### src/rtl/fifo_wr_arbiter_pkg.sv
// Shared sizing helpers for the FIFO write-side arbiters.
package fifo_wr_arbiter_pkg;

    // Ceiling log2. Returns 0 for n <= 1.
    function automatic int clog2(input int n);
        int r;
        r = 0;
        while ((1 << r) < n) r++;
        return r;
    endfunction

    // Tag width for n requesters, never narrower than one bit.
    function automatic int tag_w(input int n);
        return (n < 2) ? 1 : clog2(n);
    endfunction

endpackage

### src/rtl/fifo_wr_arbiter_rr_arb.sv
// Combinational round-robin arbiter.
// The request vector is rotated so that index ptr sits at bit 0. A fixed
// priority search then finds the lowest set bit, and the result is rotated
// back into absolute index space.
module rr_arb
    import fifo_wr_arbiter_pkg::*;
#(
    parameter  int NR = 4,
    localparam int IW = tag_w(NR)
) (
    input  logic [NR-1:0] req,
    input  logic [IW-1:0] ptr,
    output logic [NR-1:0] gnt,
    output logic [IW-1:0] gnt_idx,
    output logic          any
);

    logic [NR-1:0] rot;
    int            idx;

    // Rotate by ptr, pick the lowest set bit, then map back modulo NR.
    always_comb begin
        rot     = NR'({req, req} >> ptr);
        any     = |rot;
        idx     = 0;
        gnt     = '0;
        gnt_idx = '0;
        for (int k = NR - 1; k >= 0; k--) begin
            if (rot[k]) idx = int'(ptr) + k;
        end
        // The wrap is explicit so that non-power-of-two NR works.
        if (idx >= NR) idx = idx - NR;
        for (int i = 0; i < NR; i++) begin
            gnt[i] = any && (idx == i);
        end
        if (any) gnt_idx = IW'(idx);
    end

endmodule

### src/rtl/fifo_wr_arbiter.sv
// Shares one FIFO write port between NR producers.
// Accepted words go into a single staging register, tagged with the index
// of the requester they came from. The stage is refilled in the same cycle
// it drains, which sustains one word per cycle.
module fifo_wr_arbiter
    import fifo_wr_arbiter_pkg::*;
#(
    parameter  int NR = 4,
    parameter  int DW = 32,
    localparam int IW = tag_w(NR)
) (
    input  logic             clk,
    input  logic             rst,
    input  logic             clk_en,
    input  logic             en,
    input  logic [NR-1:0]    req_valid,
    input  logic [NR*DW-1:0] req_data,
    output logic [NR-1:0]    req_ready,
    output logic [DW+IW-1:0] fifo_in,
    output logic             fifo_wr_en,
    input  logic             fifo_full,
    output logic             busy
);

    logic             stg_vld;
    logic [DW+IW-1:0] stg_data;
    logic [IW-1:0]    rr_ptr;

    logic [NR-1:0]    gnt;
    logic [IW-1:0]    gnt_idx;
    logic             gnt_any;
    logic             stage_free;
    logic             transfer;
    logic [DW-1:0]    sel_data;
    logic [IW-1:0]    ptr_next;

    rr_arb #(.NR(NR)) u_rr_arb (
        .req     (req_valid),
        .ptr     (rr_ptr),
        .gnt     (gnt),
        .gnt_idx (gnt_idx),
        .any     (gnt_any)
    );

    assign fifo_wr_en = clk_en & en & stg_vld & ~fifo_full;
    assign stage_free = ~stg_vld | fifo_wr_en;
    assign req_ready  = (clk_en & en & stage_free) ? gnt : '0;
    assign transfer   = clk_en & en & stage_free & gnt_any;
    assign fifo_in    = stg_data;
    assign busy       = stg_vld | (|req_valid);
    assign ptr_next   = (int'(gnt_idx) == NR - 1) ? '0 : gnt_idx + IW'(1);

    // Select the data word of the granted requester.
    always_comb begin
        sel_data = '0;
        for (int i = 0; i < NR; i++) begin
            if (gnt[i]) sel_data = req_data[i*DW +: DW];
        end
    end

    // Stage register and round-robin pointer. Reset wins over clk_en and en.
    always_ff @(posedge clk) begin
        if (rst) begin
            stg_vld  <= 1'b0;
            stg_data <= '0;
            rr_ptr   <= '0;
        end else if (clk_en) begin
            if (!en) begin
                // Flush: the staged word is dropped, not written.
                stg_vld <= 1'b0;
                rr_ptr  <= '0;
            end else if (transfer) begin
                stg_data <= {gnt_idx, sel_data};
                stg_vld  <= 1'b1;
                rr_ptr   <= ptr_next;
            end else if (fifo_wr_en) begin
                stg_vld <= 1'b0;
            end
        end
    end

endmodule

### config.mk
export PLATFORM = sky130hd
export DESIGN_NAME = fifo_wr_arbiter
export DESIGN_NICKNAME = d
export VERILOG_FILES = /design/src/rtl/fifo_wr_arbiter_pkg.sv /design/src/rtl/fifo_wr_arbiter_rr_arb.sv /design/src/rtl/fifo_wr_arbiter.sv
export SDC_FILE = /design/constraint.sdc
export NUM_CORES = 1
export LEC_CHECK = 0
export ABC_AREA = 1
export BUFFER_PORTS_ARGS = -buffer_cell sky130_fd_sc_hd__buf_2
export CAP_MARGIN = 20
export CORE_MARGIN = 5
export CORE_UTILIZATION = 44
export DETAILED_ROUTE_END_ITERATION = 12
export PLACE_DENSITY = 0.81
export SLEW_MARGIN = 20
export SYNTH_ARGS = -nofsm -noshare
export SYNTH_HDL_FRONTEND = slang
export SYNTH_HIERARCHICAL = 1
export SYNTH_SLANG_ARGS = --single-unit
export TNS_END_PERCENT = 20
### constraint.sdc
create_clock -name clk -period 2.3 [get_ports clk]
set_input_delay 0.115 -clock clk [delete_from_list [all_inputs] [get_ports clk]]
set_output_delay 0.115 -clock clk [all_outputs]
set_load 0.02 [all_outputs]
# Word level (Yosys, flattened, before mapping)
# Cells that the tools add are included.
totals:
  output_inout_bits: 40
  input_bits: 137
  ff_bits: 37
  wordCells: 52
classes:
  magnitude_cmp: 1
  n_eq_ne: 6
  n_addsub: 5
  n_bitwise: 9
  muxes: 17
  reduce_logical: 10
  n_shift: 1
op_table:
  columns: ["cell", "n"]
  rows:
  - ["two-way mux 32 bit", 9]
  - ["== test 32 x 3 -> 1 bit (second input constant)", 2]
  - ["== test 32 x 2 -> 1 bit (second input constant)", 1]
  - [">= comparator 32 x 4 -> 1 bit (second input constant)", 1]
  - ["logical NOT 32 bit", 1]
  - ["subtractor 32 x 4 -> 32 bit (second input constant)", 1]
  - ["two-way mux 2 bit", 4]
  - ["OR reduction 4 bit", 2]
  - ["right shift 8 x 2 -> 4 bit", 1]
  - ["adder 2 x 2 -> 3 bit (second input constant)", 2]
  - ["bitwise AND 1 bit", 5]
  - ["logical AND 1 bit", 4]
  - ["two-way mux 4 bit", 1]
  - ["AND reduction 2 bit", 2]
  - ["adder 2 x 1 -> 3 bit (second input constant)", 1]
  - ["two-way mux 1 bit", 3]
  - ["inequality test 3 x 1 -> 1 bit (second input constant)", 1]
  - ["AND reduction 3 bit", 1]
  - ["adder 2 x 1 -> 2 bit (second input constant)", 1]
  - ["== test 2 x 1 -> 1 bit (second input constant)", 1]
  - ["inequality test 2 x 1 -> 1 bit (second input constant)", 1]
  - ["inverter 1 bit", 2]
  - ["OR 1 bit", 2]

# Depth between registers and ports, before layout
logic_depth:
  depth_word: 13
  mapped_depth: 21
  depth_no_buf: 18

# Hierarchy
# The synthesis kept the hierarchy.
by_module_without_submodules:
  columns: ["module", "cells_each", "area_each_um2", "seq_area_each_um2", "n_inst"]
  rows:
  - ["fifo_wr_arbiter", 462, 2591.2, 740.7, 1]
  - ["rr_arb", 65, 355.3, 0.0, 1]

# Worst setup path after synthesis
# Ideal clock, no wire load.
synth_timing:
  path_kind: "register -> register"
  from: "register rr_ptr[0]"
  to: "register stg_data[15], in the netlist fifo_in[15]"
  setup_time_ps: 136
  t_required_ps: 2164
  n_path_buf: 3
  stages_incl_launch_ff: 19
  slack_ps: 199
  arrival_ps: 1965
  synth_period_minus_slack_ps: 2101
  cell_sequence: "dfxtp_1 buf_6 inv_8 ha_1 nand3b_1 nand2_1 inv_1 nand2_2 nand2_2 nor2_2 buf_2 clkinv_2 buf_4 nand3_1 nand2_1 nand2_1 nand2_1 nand2_1 a21oi_2"
synth_between:
  word_cells_on_any_way: 26
  classes_between: "add/sub (4); order compare (1); eq/ne (3); shift (1); mux (9); bitwise (1); reduce/logical (7)"
synth_rtl:
  columns: ["item", "line_no", "source"]
  rows:
  - ["from (decl)", "fifo_wr_arbiter.sv:27", "logic [IW-1:0] rr_ptr;"]
  - ["from (signal assigned)", "fifo_wr_arbiter.sv:75", "rr_ptr <= ptr_next;"]
  - ["adder 2 x 2 -> 3 bit / right shift 8 x 2 -> 4 bit (equally long branches)", "fifo_wr_arbiter_rr_arb.sv:29, fifo_wr_arbiter_rr_arb.sv:23", null]
  - ["two-way mux 32 bit (4 in series)", "fifo_wr_arbiter_rr_arb.sv:29", "if (rot[k]) idx = int'(ptr) + k;"]
  - ["subtractor 32 x 4 -> 32 bit / >= comparator 32 x 4 -> 1 bit (equally long branches)", "fifo_wr_arbiter_rr_arb.sv:32", "if (idx >= NR) idx = idx - NR;"]
  - ["two-way mux 32 bit", "fifo_wr_arbiter_rr_arb.sv:32", null]
  - ["== test 32 x 2 -> 1 bit", "fifo_wr_arbiter_rr_arb.sv:34", "gnt[i] = any && (idx == i);"]
  - ["logical AND 1 bit (*)", "fifo_wr_arbiter_rr_arb.sv:34", null]
  - ["via gnt[1]", "fifo_wr_arbiter.sv:29", "logic [NR-1:0] gnt;"]
  - ["two-way mux 32 bit (*) (3 in series)", "fifo_wr_arbiter.sv:57", "if (gnt[i]) sel_data = req_data[i*DW +: DW];"]
  - ["to (signal assigned)", "fifo_wr_arbiter.sv:73", "stg_data <= {gnt_idx, sel_data};"]
  - ["to (decl)", "fifo_wr_arbiter.sv:26", "logic [DW+IW-1:0] stg_data;"]
# Mark *: on every way through the listed nets, which the timed path passes. The rest lies on a longest branch.
# A chain may end at the register's enable or synchronous reset.

# Worst setup path in the final report
layout_timing:
  from: "register rr_ptr[0]"
  to: "output req_ready[3]"
layout_between:
  elab_chain_cells: 10
  word_cells_on_any_way: 15
  classes_between: "add/sub (4); order compare (1); eq/ne (1); shift (1); mux (6); reduce/logical (2)"
layout_rtl:
  columns: ["item", "line_no", "source"]
  rows:
  - ["adder 2 x 2 -> 3 bit / right shift 8 x 2 -> 4 bit (equally long branches)", "fifo_wr_arbiter_rr_arb.sv:29, fifo_wr_arbiter_rr_arb.sv:23", null]
  - ["two-way mux 32 bit (4 in series)", "fifo_wr_arbiter_rr_arb.sv:29", null]
  - ["subtractor 32 x 4 -> 32 bit / >= comparator 32 x 4 -> 1 bit (equally long branches)", "fifo_wr_arbiter_rr_arb.sv:32", null]
  - ["two-way mux 32 bit", "fifo_wr_arbiter_rr_arb.sv:32", null]
  - ["== test 32 x 3 -> 1 bit", "fifo_wr_arbiter_rr_arb.sv:34", null]
  - ["logical AND 1 bit (*)", "fifo_wr_arbiter_rr_arb.sv:34", null]
  - ["via gnt[3]", "fifo_wr_arbiter.sv:29", null]
  - ["two-way mux 4 bit (*)", "fifo_wr_arbiter.sv:47", "assign req_ready = (clk_en & en & stage_free) ? gnt : '0;"]
  - ["to (decl)", "fifo_wr_arbiter.sv:18", "output logic [NR-1:0] req_ready,"]
# Marked as above.

==> results.md <==
* Post-synthesis mux area share at 0%
* Vias post-DR at between 3000 and 4000
* Post-synth EDFFs at 0
* Flop pwr share at 25.5%
* Synth area leader: nand2_1
* RSZ-0062 raised after global routing: yes
* Cell internal pwr at ~1.7 mW
* Status: finished clean
* IO buf count at around 180
* DR WL/cell at between 10 and 15 um
* Share of layout cells above drive strength 1 at around 36%
* Post-route cell area at roughly 4200 sq um
* Via/cell ratio at 4.976
* Synth Instances at ~530
* Clock power frac at roughly 14%
* Crit end category: primary output
* Cts hold-fix bufs at 0
* Detailed-routing iteration count for the pre-antenna-repair pass at 4
* Post-synth ARST share at 0%
* Xor/xnor cell area share of the yosys netlist at 0.2972%
* Placeable core region at 6422 sq um
* Crit path kind: reg2out
* Max stage delay on crit path at 0.39 ns
* Grt total ovfl at 0
* Worst path cell trace: inv_8 -> buf_8 -> nand2_2 -> nand2_2 -> a21oi_1 -> nand2_1 -> nand2_1 -> nand2_2 -> nand2_4 -> nand2_1 -> inv_2 -> inv_2 -> buf_12 -> nor2_1 -> buf_4
* Routed Antenna Nets at 0
* Max cap viols at 0
* Fin nets at around 840
* Cell Area, Placed at slightly below 4000 sq um
* Adder-cell share of the synthesized area at 0.4246%
* Clock-pin slew on the worst setup and hold paths at about 0.070 ns
* Leak pwr at around 2.4 nW
* Longest Clk Path Bufs at 2
* VDD IR max at 0.3305 mV
* Synth area leaders: nand2_1 (28%), dfxtp_1 (25%), a21oi_1 (11%)
* Synth Flop Type: dfxtp_1
* Sw Ratio at about 44%
* DRT Wirelength at 10310 um
* GPL Wtd Cong at roughly 0.87
* # clock sinks at 37
* Area of the die at roughly 8400 sq um
* Setup tns final at 0 ns
* Layout area overhead at 42.46%
* Syn_nets at 665
* Initial core utilization at 45.88%
* Switching Power at about 1.3 mW
* Clk_lat worst skew at 0.28 ns
* CTS root buf: clkbuf_8
* CTS HTree Levels at 2
* Worst hold path type: in2reg
* Die width at ~90 um
* First-pass GRT wire length at approximately 16000 um
* Crit path time final at roughly 2.2 ns
* Worst EP required at approximately 2.2 ns
* Slew HR at 77.29%
* TritonCTS clock tree: yes
* Antenna Cells at 0
* Synth cell count leaders: nand2_1 (220), nor2_1 (77), a21oi_1 (62), dfxtp_1 (37), nand3_1 (37)
* Iter 0 DRT Violations at between 150 and 200
* Main combinational cell family by area after synthesis: simple AND/OR/NAND/NOR gates
* Final setup vio count at 0
* Most frequent cell after synthesis: nand2_1
* Yosys reg bits at 37
* Clock Skew at 0.003933 ns
* Critical Path AT at approximately 2.1 ns
* Vias in the first global route at roughly 3800
* CTS buffer count at 5
* Compound-Gate Fraction of Synth Area at 13.63%
* Comb power frac at about three fifths
* Area fraction of the dominant cell type after synthesis at 28.03%
* CP max-delay cell: dfxtp_4
* Setup crit start kind: flop
* Synthesized area per cell at 5.591 sq um
* Synth Area in Simple Gates at roughly 50%
* Total GRT Usage at a little under a quarter
* Floorplan die height at a little over 90 um
* Power per cell area at 709.3 nW/um^2
* Netlist Area Pre-Place at 2947 sq um
* Tcrit/Tclk final at a little over nine tenths
* Io pins at roughly 180
* DP HPWL at between 7000 and 8000 um
* Yosys Warn Count at 6
* Critical path fanouts, max at 16
* # DRC at 0
* Max Slew Vio Count at 0
* Least-Margin Pin Slew at 0.3407 ns
* Fin. Hold Viols at 0
* Design Power at between 2 and 3 mW
* # rows at 29
* Yosys cell types at 30
* Initial antenna violation count at 0
* Peak Freq at between 400 and 500 MHz
* Register area share after synthesis at about a quarter
* Largest net degree at the start of global routing at between 40 and 50
[registers in the layout (all words and copies together), names as in the netlist]
name	cells
fifo_in	34
rr_ptr	2
stg_vld	1
[path summary, 6_finish.rpt]
kind / cells past startpoint / from / slack (ns) / endpoint
setup / recovery: 15 / rr_ptr[0] / 0.07 / req_ready[3]
setup reg to reg: 20 / rr_ptr[0] / 0.11 / fifo_in[26]
hold reg to reg: 2 / fifo_in[33] / 0.45 / fifo_in[33]
hold / removal: 3 / fifo_full / 0.16 / stg_vld
[critical path, delay by kind of cell (launching register included)]
kind	cells	cell delay, ns
AO/OA/AOI/OAI	1	0.12
buffers and inverters	6	0.63
flip-flops	1	0.39
AND/OR/NAND/NOR	8	0.71
[power groups by stage]
stage / registers, mW / clock network, mW / logic [mW]
6_report: 0.758 / 0.429 / 1.79
5_1_grt: 0.764 / 0.472 / 2.00
4_1_cts: 0.756 / 0.450 / 1.67
3_5_place_dp: 0.769 / 0 / 1.65
3_3_place_gp: 0.767 / 0 / 1.61
2_1_floorplan: 0.850 / 0 / 1.06
[stage by stage]
step / worst slack [ns] / hold slack [ns] / instances / utilization, %
after floorplan: 0.1987 / 0.3076 / 527 / -
after global placement: 0.1170 / 0.4334 / 766 / 61.33
after detailed placement: 0.01730 / 0.4450 / 766 / 61.33
after CTS: -0.009862 / 0.1525 / 774 / 62.91
after global routing: -0.06119 / 0.1899 / 782 / 65.36
final: 0.07417 / 0.1577 / 782 / 65.36
[routing by layer]
layer / GRT usage [%] / vias up / part of all wire (%)
met4: 7.426 / 0 / 1.3
met1: 26.76 / 1713 / 40
met3: 4.092 / 13 / 7.6
li1: - / 2005 / -
met2: 42.73 / 160 / 51
met5: 0 / - / 0
[cells in the final DEF, fill, tap and decap left out, types with 2 or more instances in the layout]
cell type    n
a21oi_1     62
a21oi_2      5
buf_12       6
buf_2      174
buf_4       21
buf_6        4
clkbuf_1     3
clkbuf_8     5
dfxtp_1     35
inv_1       13
inv_2        6
inv_4        2
nand2_1    215
nand2_2     13
nand2_4      5
nand3_1     37
nand3_2      3
nor2_1      76
nor2_4       2
o21a_1       2
o21ai_0      2
[kinds of logic after synthesis]
| family | after synthesis |
|---|---|
| xor gates and xnor gates | 1 |
| adders and majority gates | 1 |
| DFF | 37 |
| buffers and inverters | 59 |
| AOI/OAI and AO/OA | 74 |
| and+or+nand+nor | 355 |
[layout make-up]
cell class,count,area [sq um]
clock buffer,8,80.08
inverter,22,95.09
tap,77,96.34
sequential,37,745.7
timing repair buffer,207,1234
fill,630,2225
multi-input combinational,431,1947
[timing repair]
| item | CTS | global route |
|---|---|---|
| gates cloned | 0 | 2 |
| endpoints found under the setup margin | 4 | 29 |
| gates resized for setup | 6 | 21 |
| pin swaps | 0 | 8 |
| buffers inserted | 0 | 6 |
No activity file was read; power rests on OpenSTA's default activity.
